--- config.mk ---
export PLATFORM = sky130hd
export DESIGN_NAME = apb_master
export DESIGN_NICKNAME = d
export VERILOG_FILES = /design/src/rtl/apb_master.sv
export SDC_FILE = /design/constraint.sdc
export NUM_CORES = 1
export LEC_CHECK = 0
export ABC_CLOCK_PERIOD_IN_PS = 4300
export CORE_AREA = 5 5 85 126
export DETAILED_ROUTE_END_ITERATION = 8
export DIE_AREA = 0 0 90 131
export PLACE_DENSITY = 0.83
export SYNTH_ARGS = -nofsm -noshare
export SYNTH_HDL_FRONTEND = slang
export SYNTH_SLANG_ARGS = --single-unit
export TNS_END_PERCENT = 1
--- constraint.sdc ---
create_clock -name i_clk -period 4.3 [get_ports i_clk]
set_input_delay 0.43 -clock i_clk [delete_from_list [all_inputs] [get_ports i_clk]]
set_output_delay 0.43 -clock i_clk [all_outputs]
set_load 0.01 [all_outputs]
--- src/rtl/apb_master.sv ---
// APB requester: turns valid/ready commands into APB SETUP/ACCESS transfers.
// Optional access timeout is enabled with `define APB_MASTER_TIMEOUT_EN.
module apb_master #(
    parameter int ADDR_W         = 32,
    parameter int DATA_W         = 32,
    parameter int TIMEOUT_CYCLES = 16
) (
    input  logic              i_clk,
    input  logic              i_reset_n,
    input  logic              i_cmd_valid,
    output logic              o_cmd_ready,
    input  logic              i_cmd_write,
    input  logic [ADDR_W-1:0] i_cmd_addr,
    input  logic [DATA_W-1:0] i_cmd_wdata,
    output logic              o_rsp_valid,
    output logic [DATA_W-1:0] o_rsp_rdata,
    output logic              o_rsp_err,
    output logic [ADDR_W-1:0] PADDR,
    output logic              PWRITE,
    output logic [DATA_W-1:0] PWDATA,
    output logic              PSELx,
    output logic              PENABLE,
    input  logic [DATA_W-1:0] PRDATA,
    input  logic              PREADY,
    input  logic              PSLVERR
);

    typedef enum logic [1:0] {
        IDLE,
        SETUP,
        ACCESS
    } state_t;

    state_t state_reg, state_next;

    logic [ADDR_W-1:0] paddr_next;
    logic              pwrite_next;
    logic [DATA_W-1:0] pwdata_next;
    logic              psel_next;
    logic              penable_next;
    logic              rsp_valid_next;
    logic              rsp_err_next;
    logic [DATA_W-1:0] rsp_rdata_next;

    generate
        if (TIMEOUT_CYCLES < 1) begin : g_bad_timeout
            $error("apb_master: TIMEOUT_CYCLES must be >= 1");
        end
    endgenerate

`ifdef APB_MASTER_TIMEOUT_EN
    localparam int CNT_W = $clog2(TIMEOUT_CYCLES + 1);
    logic [CNT_W-1:0] wait_cnt_reg, wait_cnt_next;
`endif

    assign o_cmd_ready = (state_reg == IDLE);

    always_comb begin
        state_next     = state_reg;
        paddr_next     = PADDR;
        pwrite_next    = PWRITE;
        pwdata_next    = PWDATA;
        psel_next      = PSELx;
        penable_next   = PENABLE;
        rsp_valid_next = 1'b0;
        rsp_err_next   = o_rsp_err;
        rsp_rdata_next = o_rsp_rdata;
`ifdef APB_MASTER_TIMEOUT_EN
        wait_cnt_next  = wait_cnt_reg;
`endif
        case (state_reg)
            IDLE: begin
                if (i_cmd_valid) begin
                    state_next   = SETUP;
                    paddr_next   = i_cmd_addr;
                    pwrite_next  = i_cmd_write;
                    pwdata_next  = i_cmd_wdata;
                    psel_next    = 1'b1;
                    penable_next = 1'b0;
`ifdef APB_MASTER_TIMEOUT_EN
                    wait_cnt_next = '0;
`endif
                end
            end
            SETUP: begin
                state_next   = ACCESS;
                penable_next = 1'b1;
            end
            ACCESS: begin
                // PREADY wins over a timeout that expires in the same cycle
                if (PREADY) begin
                    state_next     = IDLE;
                    psel_next      = 1'b0;
                    penable_next   = 1'b0;
                    rsp_valid_next = 1'b1;
                    rsp_err_next   = PSLVERR;
                    if (!PWRITE) begin
                        rsp_rdata_next = PRDATA;
                    end
                end
`ifdef APB_MASTER_TIMEOUT_EN
                else if (wait_cnt_reg == CNT_W'(TIMEOUT_CYCLES - 1)) begin
                    state_next     = IDLE;
                    psel_next      = 1'b0;
                    penable_next   = 1'b0;
                    rsp_valid_next = 1'b1;
                    rsp_err_next   = 1'b1;
                end else begin
                    wait_cnt_next = wait_cnt_reg + CNT_W'(1);
                end
`endif
            end
            default: begin
                state_next   = IDLE;
                psel_next    = 1'b0;
                penable_next = 1'b0;
            end
        endcase
    end

    always_ff @(posedge i_clk or negedge i_reset_n) begin
        if (!i_reset_n) begin
            state_reg   <= IDLE;
            PADDR       <= '0;
            PWRITE      <= 1'b0;
            PWDATA      <= '0;
            PSELx       <= 1'b0;
            PENABLE     <= 1'b0;
            o_rsp_valid <= 1'b0;
            o_rsp_err   <= 1'b0;
            o_rsp_rdata <= '0;
        end else begin
            state_reg   <= state_next;
            PADDR       <= paddr_next;
            PWRITE      <= pwrite_next;
            PWDATA      <= pwdata_next;
            PSELx       <= psel_next;
            PENABLE     <= penable_next;
            o_rsp_valid <= rsp_valid_next;
            o_rsp_err   <= rsp_err_next;
            o_rsp_rdata <= rsp_rdata_next;
        end
    end

`ifdef APB_MASTER_TIMEOUT_EN
    always_ff @(posedge i_clk or negedge i_reset_n) begin
        if (!i_reset_n) begin
            wait_cnt_reg <= '0;
        end else begin
            wait_cnt_reg <= wait_cnt_next;
        end
    end
`endif

endmodule

==> results by group <==
Status
  – Status: completed

STA
  – # setup viols final: 0
  – Minimum clock period: 1.927 ns
  – RSZ-0062 raised after global routing: no
  – Max Slew Vio Count: 0
  – Max Clock Freq: 519.0 MHz
  – Period utilisation layout: 0.4481
  – Skew final: 0.007842 ns
  – Fin. Hold Viols: 0
  – Setup TNS: 0 ns
  – Worst slew pin tran: 0.8181 ns
  – Relative slew slack: 0.4546

Final layout
  – Final Non-Filler Cells: 548
  – Register area: 2552 um^2
  – Layout cell share with drive strength beyond 1: 0.1178
  – Regs by FF count: PADDR (32), PWDATA (32), o_rsp_rdata (32)
  – Area of the multi-input gates: 1194 um^2
  – Area added between synthesis and finish: 62.29%
  – FILL cells: 706
  – Ant diodes: 0
  – Nets: 530

Floorplan
  – Core Area: 9524 um^2
  – FP Rows: 44
  – Io pins: 204
  – Die area: 11790 um^2
  – Die width: 90 um
  – Die Span Y: 131 um
  – Initial core utilization: 0.4055

Clocking
  – Post_cts resized: 0
  – CTS max path bufs: 2
  – Root buffer cell: clkbuf_16
  – Postcts setup bufs: 0
  – H-Tree Depth: 3
  – Clk sinks: 102
  – Clk slew on worst S/H paths: 0.07 ns
  – Hold-fix buffers at CTS: 0
  – Clock Latency Late Sink: 0.34 ns
  – CTS tree: done
  – Total CTS buffers: 9

Setup path
  – Slowest stage cell, crit path: clkdlybuf4s50_1
  – Worst Path Arrival: 1.50 ns
  – CP Cell Sequence: nor2_1 -> clkdlybuf4s50_1
  – Max FO, Critical Path: 6
  – R2r endpoint: PWDATA[16]
  – Crit. End Element: output pin
  – Critical path launch point: PENABLE
  – Cells on worst reg2reg path: 3
  – Internal reg-to-reg setup slack: 2.59 ns
  – Slowest stage delay, CP: 0.56 ns
  – Crit start category: flip-flop
  – Largest delay share family, worst path: buffers and inverters
  – Buffers & Inverters on Critical Path: 1
  – WS Path Type: reg -> out
  – Critical Path RT: 3.87 ns
  – Launch point of the worst reg-to-reg path: PENABLE

Yosys
  – Simple-Gate Fraction of Synth Area: 0.01587
  – Post-Syn Instances: 221
  – Leading area contributor after synthesis: dfrtp_1
  – Synth warnings: 0
  – Main combinational cell family by area after synthesis: multiplexers
  – Post-synthesis sequential area ratio: 0.6608
  – Top-count cell post-synth: dfrtp_1
  – Main synth FF type: dfrtp_1
  – Average size of a mapped cell: 17.48 um^2
  – Area contributors post-synth: dfrtp_1, mux2_1, mux2_2
  – Post-synth top cells: dfrtp_1, mux2_1, mux2_2, buf_6
  – Mux contribution to synthesized area: 0.2857
  – Yosys reg bits: 102
  – Yosys top cell area share: 0.6608
  – Mapped cell area: 3862 um^2
  – FFs w/ async S/R, synth: 1.000
  – Synth cell types: 15
  – Post-synth EDFFs: 0
  – Adder-Cell Fraction of Synth Area: 0
  – Post-Synth XOR/XNOR Area: 0
  – Syn_nets: 323
  – Compound-Gate Fraction of Synth Area: 0.005831

Run
  – Max-cap violation count: 0

Global route
  – GRT met1 Usage: 0.1816
  – Met3 usage: 0.05097
  – Gr ovfl total: 0
  – First-pass GRT wire length: 15410 um
  – GR peak layer: met2
  – Met2 Usage GRT: 0.2888
  – Total GRT Usage: 0.1649
  – Largest net degree at the start of global routing: 67
  – Number of global-route vias before repair: 2972
  – Initial antenna violation count: 0

Placed design
  – Detail Placement HPWL: 7494 um
  – DP Cell Count: 532
  – Gpl congestion: 0.7164
  – # port buffers: 203

Detailed routing
  – Wire per inst: 17.60 um
  – Router iterations before antenna repair: 4
  – Post-route DRC: 0
  – Vias per inst: 4.721
  – Routed Wire Length: 9646 um
  – Final ANT Viol Nets: 0
  – Initial DRC Count: 45
  – Via count: 2587

Power and ir drop
  – Pleak: 2.635 nW
  – Pwr dens: 718.6 nW/um^2
  – Peak supply drop: 0.4809 mV

Min path
  – Hold Crit Class: in -> async
-- power breakdown --
group          leakage, nW  total [mW]  internal, mW  switching [mW]
clock network        0.152       0.848         0.509           0.339
registers             1.20        1.69          1.44           0.247
logic                 1.28        1.97          1.24           0.730
-- cells in the final DEF, fill, tap and decap left out --
cell             instances
a21o_1                   1
a2bb2oi_1                1
buf_4                    4
bufinv_16                2
clkbuf_1                 1
clkbuf_16                9
clkdlybuf4s50_1        202
clkinv_2                 2
clkinv_4                 1
clkinvlp_4               1
dfrtp_1                102
inv_1                    3
mux2_1                  69
mux2_2                  29
nand3b_4                 1
nor2_1                   1
nor2_8                   1
nor3_1                   1
nor3b_4                  1
o22ai_1                  1
-- worst reg2reg max path, stage by stage (launching register included) --
cell	delay, ns
dfrtp_1	0.48
nor3b_4	0.22
buf_4	0.48
mux2_2	0.42
-- metal layers --
| metal | up-vias | wire (um) |
|---|---|---|
| li1 | 1185 | - |
| met1 | 1261 | 3561 |
| met2 | 122 | 5070 |
| met3 | 19 | 716 |
| met4 | 0 | 297 |
| met5 | - | 0 |
-- final cells by class --
class / instances / share of cell area
clock buffers: 10 / 0.03653
clock inverters: 6 / 0.01377
inverters: 3 / 0.001796
multi-input cells: 106 / 0.1904
flip-flops and latches: 102 / 0.4072
well taps: 115 / 0.02295
repair buffers: 206 / 0.3273
-- logic make-up (layout without fill, tap and decap cells) --
group / Yosys count / in the layout
and+or+nand+nor: 5 / 5
buffers and inverters: 13 / 225
AOI/OAI and AO/OA: 3 / 3
DFF: 102 / 102
muxes: 98 / 98
-- through the flow --
| step | utilization | setup WS [ns] | power (mW) | hold slack (ns) | area [um^2] |
|---|---|---|---|---|---|
| floorplan | - | 2.834 | 2.492 | 0.1344 | 3862 |
| global placement | 0.6251 | 2.195 | 3.648 | 0.4664 | 5953 |
| detailed placement | 0.6251 | 2.135 | 3.718 | 0.4737 | 5953 |
| CTS | 0.6582 | 2.365 | 4.588 | 0.2243 | 6269 |
| global route | 0.6582 | 2.291 | 4.784 | 0.2682 | 6269 |
| finish | 0.6582 | 2.373 | 4.505 | 0.1729 | 6269 |
-- how the worst max path moves through the flow --
stage / endpoint / slack [ns] / cells past startpoint
finish: o_cmd_ready / 2.37 / 2
global route: o_cmd_ready / 2.29 / 2
CTS: o_cmd_ready / 2.36 / 2
floorplan: PADDR[12] / 2.83 / 4
detailed placement: PWDATA[16] / 2.14 / 4
global placement: PWDATA[6] / 2.19 / 4
Note: power is estimated with default switching activity, not from simulation.
